===== src/rtl/adder_bist_pkg.sv =====
// Shared types for the exhaustive adder BIST: controller state encoding and a busy-decode helper.
package adder_bist_pkg;

    typedef enum logic [2:0] {
        ST_IDLE   = 3'd0,
        ST_DRIVE  = 3'd1,
        ST_SETTLE = 3'd2,
        ST_CHECK  = 3'd3,
        ST_DONE   = 3'd4
    } state_e;

    function automatic logic is_run_state(state_e st);
        return (st == ST_DRIVE) || (st == ST_SETTLE) || (st == ST_CHECK);
    endfunction

endpackage


===== src/rtl/adder_bist_vecgen.sv =====
// Vector counter for the adder BIST: index register, last-vector flag and the
// a/b/c_in split of the next index (a outermost, c_in innermost).
module adder_bist_vecgen
    import adder_bist_pkg::*;
#(
    parameter int unsigned NUMBITS = 4
) (
    input  logic               clk,
    input  logic               rst_n,
    input  logic               clr,
    input  logic               inc,
    output logic               last_c,
    output logic [NUMBITS-1:0] a_nxt_c,
    output logic [NUMBITS-1:0] b_nxt_c,
    output logic               c_in_nxt_c
);

    localparam int unsigned VW = 2 * NUMBITS + 1;

    logic [VW-1:0] idx_q;
    logic [VW-1:0] idx_d;

    always_comb begin
        idx_d = idx_q;
        if (clr) begin
            idx_d = '0;
        end else if (inc) begin
            idx_d = idx_q + VW'(1);
        end
    end

    always_ff @(posedge clk or negedge rst_n) begin
        if (!rst_n) begin
            idx_q <= '0;
        end else begin
            idx_q <= idx_d;
        end
    end

    // Operands are split from the upcoming index so the top can register them on DRIVE entry.
    assign last_c                          = (idx_q == {VW{1'b1}});
    assign {a_nxt_c, b_nxt_c, c_in_nxt_c}  = idx_d;

endmodule


===== src/rtl/adder_bist.sv =====
// Exhaustive built-in self test for a NUMBITS-wide adder with carry-in/out.
// Optional first-failure log enabled by defining ADDER_BIST_FAILLOG_EN.
module adder_bist
    import adder_bist_pkg::*;
#(
    parameter int unsigned NUMBITS       = 4,
    parameter int unsigned SETTLE_CYCLES = 3
) (
    input  logic                 clk,
    input  logic                 rst_n,
    input  logic                 start,
    output logic [NUMBITS-1:0]   a,
    output logic [NUMBITS-1:0]   b,
    output logic                 c_in,
    input  logic [NUMBITS-1:0]   s,
    input  logic                 c_out,
    output logic                 busy,
    output logic                 done,
    output logic                 pass,
    output logic [2*NUMBITS+1:0] error_count
`ifdef ADDER_BIST_FAILLOG_EN
    ,
    output logic                 fail_valid,
    output logic [NUMBITS-1:0]   fail_a,
    output logic [NUMBITS-1:0]   fail_b,
    output logic                 fail_cin,
    output logic [NUMBITS:0]     fail_expected,
    output logic [NUMBITS:0]     fail_observed
`endif
);

    localparam int unsigned EW  = 2 * NUMBITS + 2;
    localparam int unsigned SW  = NUMBITS + 1;
    localparam int unsigned SCW = (SETTLE_CYCLES > 1) ? $clog2(SETTLE_CYCLES) : 1;

    state_e             state_q, state_d;
    logic [SCW-1:0]     settle_q, settle_d;
    logic [EW-1:0]      err_q, err_d;
    logic [NUMBITS-1:0] a_q, a_d, b_q, b_d;
    logic               c_in_q, c_in_d;
    logic               busy_q, busy_d, done_q, done_d, pass_q, pass_d;

    logic               vg_clr, vg_inc, vg_last_c, vg_c_in_c;
    logic [NUMBITS-1:0] vg_a_c, vg_b_c;
    logic [SW-1:0]      exp_sum_c, obs_sum_c;
    logic               mismatch_c;

`ifdef ADDER_BIST_FAILLOG_EN
    logic               fail_valid_q, fail_valid_d;
    logic [NUMBITS-1:0] fail_a_q, fail_a_d, fail_b_q, fail_b_d;
    logic               fail_cin_q, fail_cin_d;
    logic [SW-1:0]      fail_exp_q, fail_exp_d, fail_obs_q, fail_obs_d;
`endif

    adder_bist_vecgen #(.NUMBITS(NUMBITS)) u_vecgen (
        .clk        (clk),
        .rst_n      (rst_n),
        .clr        (vg_clr),
        .inc        (vg_inc),
        .last_c     (vg_last_c),
        .a_nxt_c    (vg_a_c),
        .b_nxt_c    (vg_b_c),
        .c_in_nxt_c (vg_c_in_c)
    );

    assign exp_sum_c  = SW'(a_q) + SW'(b_q) + SW'(c_in_q);
    assign obs_sum_c  = {c_out, s};
    assign mismatch_c = (obs_sum_c != exp_sum_c);

    // Next-state, counters and registered outputs.
    always_comb begin
        state_d  = state_q;
        settle_d = settle_q;
        err_d    = err_q;
        a_d      = a_q;
        b_d      = b_q;
        c_in_d   = c_in_q;
        vg_clr   = 1'b0;
        vg_inc   = 1'b0;
`ifdef ADDER_BIST_FAILLOG_EN
        fail_valid_d = fail_valid_q;
        fail_a_d     = fail_a_q;
        fail_b_d     = fail_b_q;
        fail_cin_d   = fail_cin_q;
        fail_exp_d   = fail_exp_q;
        fail_obs_d   = fail_obs_q;
`endif

        case (state_q)
            ST_IDLE, ST_DONE: begin
                if (start) begin
                    state_d = ST_DRIVE;
                    err_d   = '0;
                    vg_clr  = 1'b1;
                    a_d     = vg_a_c;
                    b_d     = vg_b_c;
                    c_in_d  = vg_c_in_c;
`ifdef ADDER_BIST_FAILLOG_EN
                    fail_valid_d = 1'b0;
                    fail_a_d     = '0;
                    fail_b_d     = '0;
                    fail_cin_d   = 1'b0;
                    fail_exp_d   = '0;
                    fail_obs_d   = '0;
`endif
                end
            end
            ST_DRIVE: begin
                settle_d = '0;
                state_d  = (SETTLE_CYCLES == 0) ? ST_CHECK : ST_SETTLE;
            end
            ST_SETTLE: begin
                if (settle_q == SCW'(SETTLE_CYCLES - 1)) begin
                    state_d = ST_CHECK;
                end else begin
                    settle_d = settle_q + SCW'(1);
                end
            end
            ST_CHECK: begin
                if (mismatch_c) begin
                    err_d = err_q + EW'(1);
`ifdef ADDER_BIST_FAILLOG_EN
                    if (!fail_valid_q) begin
                        fail_valid_d = 1'b1;
                        fail_a_d     = a_q;
                        fail_b_d     = b_q;
                        fail_cin_d   = c_in_q;
                        fail_exp_d   = exp_sum_c;
                        fail_obs_d   = obs_sum_c;
                    end
`endif
                end
                if (vg_last_c) begin
                    state_d = ST_DONE;
                end else begin
                    state_d = ST_DRIVE;
                    vg_inc  = 1'b1;
                    a_d     = vg_a_c;
                    b_d     = vg_b_c;
                    c_in_d  = vg_c_in_c;
                end
            end
            default: state_d = ST_IDLE;
        endcase

        busy_d = is_run_state(state_d);
        done_d = (state_d == ST_DONE);
        pass_d = done_d && (err_d == '0);
    end

    always_ff @(posedge clk or negedge rst_n) begin
        if (!rst_n) begin
            state_q  <= ST_IDLE;
            settle_q <= '0;
            err_q    <= '0;
            a_q      <= '0;
            b_q      <= '0;
            c_in_q   <= 1'b0;
            busy_q   <= 1'b0;
            done_q   <= 1'b0;
            pass_q   <= 1'b0;
        end else begin
            state_q  <= state_d;
            settle_q <= settle_d;
            err_q    <= err_d;
            a_q      <= a_d;
            b_q      <= b_d;
            c_in_q   <= c_in_d;
            busy_q   <= busy_d;
            done_q   <= done_d;
            pass_q   <= pass_d;
        end
    end

`ifdef ADDER_BIST_FAILLOG_EN
    always_ff @(posedge clk or negedge rst_n) begin
        if (!rst_n) begin
            fail_valid_q <= 1'b0;
            fail_a_q     <= '0;
            fail_b_q     <= '0;
            fail_cin_q   <= 1'b0;
            fail_exp_q   <= '0;
            fail_obs_q   <= '0;
        end else begin
            fail_valid_q <= fail_valid_d;
            fail_a_q     <= fail_a_d;
            fail_b_q     <= fail_b_d;
            fail_cin_q   <= fail_cin_d;
            fail_exp_q   <= fail_exp_d;
            fail_obs_q   <= fail_obs_d;
        end
    end

    assign fail_valid    = fail_valid_q;
    assign fail_a        = fail_a_q;
    assign fail_b        = fail_b_q;
    assign fail_cin      = fail_cin_q;
    assign fail_expected = fail_exp_q;
    assign fail_observed = fail_obs_q;
`endif

    assign a           = a_q;
    assign b           = b_q;
    assign c_in        = c_in_q;
    assign busy        = busy_q;
    assign done        = done_q;
    assign pass        = pass_q;
    assign error_count = err_q;

endmodule

===== config.mk =====
export PLATFORM = sky130hd
export DESIGN_NAME = adder_bist
export DESIGN_NICKNAME = d
export VERILOG_FILES = /design/src/rtl/adder_bist_pkg.sv /design/src/rtl/adder_bist_vecgen.sv /design/src/rtl/adder_bist.sv
export SDC_FILE = /design/constraint.sdc
export NUM_CORES = 1
export LEC_CHECK = 0
export ABC_AREA = 1
export CAP_MARGIN = 25
export CORE_MARGIN = 8
export CORE_UTILIZATION = 54
export DETAILED_ROUTE_END_ITERATION = 6
export PLACE_DENSITY = 0.85
export RECOVER_POWER = 50
export SYNTH_ARGS = -nofsm -noshare
export SYNTH_HDL_FRONTEND = slang
export SYNTH_SLANG_ARGS = --single-unit

===== constraint.sdc =====
create_clock -name clk -period 2.68 [get_ports clk]
set_input_delay 0.67 -clock clk [delete_from_list [all_inputs] [get_ports clk]]
set_output_delay 0.67 -clock clk [all_outputs]
set_load 0.02 [all_outputs]

Yosys cells after proc, flatten, opt, wreduce, memory -nomap -nowiden. Cells that the tools add are included.

Add/subtract/negate cells: 5. Eq/ne operators: 14. Mux-type cells: 24. Reductions and logical operators: 10.

Operators by type and width (number): $mux W10 (2); $pmux W10 S2 (1); $mux W9 (2); $mux W4 (4); $pmux W4 S2 (2); $eq A3 B2 Y1 const B (4); $pmux W3 S4 (1); $add A10 B1 Y10 const B (1); $logic_not A10 Y1 (1); $add A9 B1 Y9 const B (1); $eq A9 B9 Y1 const B (1); $mux W3 (3); $eq A3 B1 Y1 const B (2); $eq A3 B3 Y1 const B (2); $mux W1 (6); $ne A2 B2 Y1 const B (3); $add A4 B4 Y5 (1); $add A5 B1 Y5 (1); $ne A5 B5 Y1 (1); $pmux W2 S2 (1); $reduce_bool A2 Y1 (2); $logic_not A3 Y1 (1); $reduce_and A3 Y1 (1); $add A2 B1 Y2 const B (1); 7 further kinds (8).

Bits in registers: 36. Input port bits: 8. Output and inout bits: 22. Word-level logic and storage cells: 63.

Longest topological paths before layout.
Depth after elaboration: 7. Mapped depth: 19. Depth with buffers taken out: 19.

By module. From an unflattened synthesis, not the netlist that was laid out.

Cell total of the unflattened synthesis: 277. Area, all modules: 2090.8 um^2.

Modules (own cells, without submodules): adder_bist (times used 1, cells an instance 218, area each 1624.1 um^2, sequential area each 675.6 um^2); adder_bist_vecgen (times used 1, cells an instance 59, area each 466.7 um^2, sequential area each 225.2 um^2).

Worst setup path before layout. No wires, ideal clock.

Kind: reg-to-reg. Start: register a_q[0], in the netlist a[0]. End: register pass_q, in the netlist pass. Library setup time: 71 ps. Arrival: 2548 ps. Required time: 2609 ps. Setup slack: 61 ps. Stages on the path, launching flop included: 17. Buffers on the path: 1. Period minus slack after synthesis: 2619 ps. Cells stage by stage: dfrtp_1 > inv_1 > fa_1 > inv_1 > fa_1 > xnor2_1 > nand2_1 > nor2_8 > nand3_4 > buf_6 > nand2_2 > nand2_1 > nand2_1 > nand2_1 > nor2_2 > nand3_1 > nor2_1.

Word-level cells in the longest chain between the ends: 7.

Ends and longest elaborated chain: start, declared (line adder_bist.sv:39) `logic [NUMBITS-1:0] a_q, a_d, b_q, b_d;`; start signal, assigned (line adder_bist.sv:156) `a_q <= '0;`; start signal, assigned (line adder_bist.sv:166) `a_q <= a_d;`; $add A4 B4 Y5 (line adder_bist.sv:66) `assign exp_sum_c = SW'(a_q) + SW'(b_q) + SW'(c_in_q);`; $add A5 B1 Y5 (line adder_bist.sv:66); $ne A5 B5 Y1 (line adder_bist.sv:68) `assign mismatch_c = (obs_sum_c != exp_sum_c);`; $mux W10 (line adder_bist.sv:120) `if (mismatch_c) begin`; $pmux W10 S2 (line adder_bist.sv:89) `case (state_q)`; $logic_not A10 Y1 (line adder_bist.sv:148) `pass_d = done_d && (err_d == '0);`; $logic_and A1 B1 Y1 (line adder_bist.sv:148); net pass_d (line adder_bist.sv:41) `logic busy_q, busy_d, done_q, done_d, pass_q, pass_d;`; end signal, assigned (line adder_bist.sv:171) `pass_q <= pass_d;`; end, declared (line adder_bist.sv:41).

The timed path passes the listed nets, and every way through them passes these cells. A chain may end at the register's enable or synchronous reset.

Worst setup path in the final report.
Start: register b_q[0], in the netlist b[0]. End: register pass_q, in the netlist pass.

Word-level cells in the longest chain between the ends: 7.

Ends and longest elaborated chain: start, declared (line adder_bist.sv:39); start signal, assigned (line adder_bist.sv:157) `b_q <= '0;`; start signal, assigned (line adder_bist.sv:167) `b_q <= b_d;`; $add A4 B4 Y5 (line adder_bist.sv:66); $add A5 B1 Y5 (line adder_bist.sv:66); $ne A5 B5 Y1 (line adder_bist.sv:68); $mux W10 (line adder_bist.sv:120); $pmux W10 S2 (line adder_bist.sv:89); net err_d[7] (line adder_bist.sv:38) `logic [EW-1:0] err_q, err_d;`; $logic_not A10 Y1 (line adder_bist.sv:148); $logic_and A1 B1 Y1 (line adder_bist.sv:148); net pass_d (line adder_bist.sv:41).

The timed path passes the listed nets, and every way through them passes these cells.

==> flow_summary.yaml <==
drt:
  ant_nets: 0
  totalWireLength_um: 4960
  routedWlPerCell_um: 13.5
  dr_total_vias: 1949
  drt-initial-drc-count: 102
  viasPerCell: 5.31
  route.detailed.drc: 0
  dr.pass1.iters: 4
synthesis:
  yosys_warnings: 0
  synthDistinctLibCells: 24
  syn_inst: 279
  synth-async-reset-ratio_pct: 100
  synth_common_cells: "91 x nand2_1, 39 x inv_1, 36 x dfrtp_1"
  post-synth-top-count-cell: "nand2_1"
  synth_area_um2: 2120
  seq_area_frac_synth_pct: 42.4
  synth-edff-count: 0
  avgSynthCellArea_um2: 7.61
  yosys_register_bits: 36
  yosysTopAreaCellShare_pct: 42.4
  synth_ff_type: "dfrtp_1"
  synth.area.top_cells: "dfrtp_1 42%, nand2_1 16%, inv_1 6.9%"
  yosysTopAreaCell: "dfrtp_1"
  synthesis.nets: 296
clocking:
  cts.sinks: 36
  clock_latency_ns: 0.28
  htreeDepth: 2
  cts.reportedPaths.clkPinSlew_ns: 0.07
  cts_tree: "yes"
  cts_hold_buf: 0
  cts_buffers: 5
  root_buffer: "clkbuf_8"
  clockBufferDepth: 2
place:
  hpwl_um: 3590
  dp.cells: 357
  place_congestion: 0.859
  portBuffers: 29
global_route:
  antenna_found_initial: 0
  grt_pass1_wl_um: 8340
  grt_start_max_net_pins: 37
  grt_pass1_vias: 1896
  grt-ovfl-total: 0
  grtUsageTotal_pct: 16.4
cells_and_area:
  diodes: 0
  drive_gt1_share_pct: 14.1
  final_cells: 367
  final_net_count: 336
  syn_to_final_growth_pct: 24.6
power:
  p_leak_uw: 0.00136
  pwr_density_cell_nw_per_um2: 813
  max-vdd-ir-drop_v: 0.000554
sta:
  rsz0062_at_grt: "yes"
  hold_viol: 0
  tightest_slew_ns: 0.864
  max_clock_freq_ghz: 0.389
  hold_ws_ns: 0.513
  skew_ns: 0.00642
  fin_crit_ns: 2.57
  finalSetupViolCount: 0
  post-route-period-util_pct: 96.0
  max_slew_margin_pct: 42.4
  slew_violations: 0
die:
  start_util_pct: 57.1
  io_pins: 30
  die_x_um: 78.7
  die_y_um: 78.7
  rows: 22
  core_area_um2: 3720
  floorplan.die_area_um2: 6190
critical_path:
  worst_setup_path_start_kind: "register"
  critPathRequiredTime_ns: 2.90
  crit_arrival_ns: 2.80
  path_max_fanout: 7
  critPathCaptureType: "register"
  crit_type: "register to register"
outcome:
  status: "finished clean"
worst_hold_path:
  hold_class: "register to register"
flow_run:
  cap_violations: 0
==> state kept, by name (all words and copies together), names as in the netlist <==
signal and count:
settle_q 2, c_in 1, pass 1, state_q 3
done 1, b 4, busy 1, a 4
error_count 10, u_vecgen.idx_q 9
==> what timing repair did <==
item,CTS,global route
cloned,1,0
gates resized for setup,0,16
pin swaps,0,8
setup buffers,0,2
setup endpoints to repair,1,3
==> worst paths after layout <==
check,depth (start not counted),startpoint,to,slack (ns)
worst max-delay path,15,b[0],pass,0.11
worst min-delay path,2,settle_q[1],settle_q[1],0.51
worst max register to register,15,b[0],pass,0.11
worst min register to register,2,settle_q[1],settle_q[1],0.51
max in group asynchronous,2,rst_n,error_count[2],1.11
min in group asynchronous,2,rst_n,u_vecgen.idx_q[5],1.02
==> critical path, stage by stage (launching register included) <==
cell,delay [ns]
dfrtp_1,0.38
inv_2,0.06
fa_2,0.39
inv_2,0.07
fa_1,0.45
xnor2_2,0.16
nand2_2,0.11
nor2_8,0.16
nand3_4,0.15
nand2_2,0.11
nand2_2,0.05
nand2_2,0.07
nand2_4,0.06
nor2_4,0.12
nand3_2,0.07
nor2_2,0.09
==> metrics by stage <==
| stage | TNS (ns) | utilization [%] | total power, µW | cell area, µm² | setup slack, ns |
|---|---|---|---|---|---|
| after floorplan | 0 | - | 1380 | 2120 | 0.0606 |
| after global placement | 0 | 66.7 | 1640 | 2480 | 0.0988 |
| after detailed placement | 0 | 66.7 | 1670 | 2480 | 0.0273 |
| after CTS | 0 | 69.5 | 2110 | 2580 | 0.0343 |
| after global routing | -0.0579 | 71.2 | 2290 | 2650 | -0.0579 |
| final | 0 | 71.2 | 2150 | 2650 | 0.108 |
==> layout by cell type (no fill, tap or decap), types with 3 or more instances in the layout <==
cell / Yosys / routed
inv_1: 39 / 36
nand2_2: 8 / 11
a21oi_1: 10 / 10
o21ai_0: 7 / 7
buf_4: 0 / 3
clkbuf_8: 0 / 7
dlygate4sd3_1: 0 / 7
xor2_1: 8 / 8
nor2_2: 4 / 6
nand3_1: 15 / 14
clkdlybuf4s50_1: 0 / 22
nor3_1: 7 / 7
nand2_1: 91 / 87
xnor2_1: 4 / 3
inv_2: 3 / 6
nor2_1: 22 / 19
dfrtp_1: 36 / 36
nand4_1: 6 / 6
ha_1: 7 / 7
==> area by class of cell <==
type	instances	area, µm²
Multi-Input combinational cell	201	1110
Fill cell	295	1070
Timing Repair Buffer	33	318
Inverter	42	158
Sequential cell	36	901
Tap cell	48	60.1
Clock buffer	7	96.3
==> per-layer routing <==
layer	routed length, µm	GRT usage, %	vias to the layer above	share of wire [%]
li1	-	-	961	-
met1	2160	19.9	921	44
met2	2390	26.1	59	48
met3	314	5.41	8	6.3
met4	84	7.41	0	1.7
met5	0	0	-	0
==> cells by family after synthesis <==
kind of cell | synth area share [%]
buffers and inverters | 7.96
XOR/XNOR | 4.95
AO/OA/AOI/OAI | 5.60
AND/OR/NAND/NOR | 33.1
flip-flops | 42.4
adder cells (fa/ha/maj) | 6.01
==> power breakdown <==
part | switching, µW | total, µW | internal, µW
Sequential | 99.1 | 756 | 657
Clock | 183 | 412 | 229
Combinational | 633 | 983 | 350
Note: power is estimated with default switching activity, not from simulation.
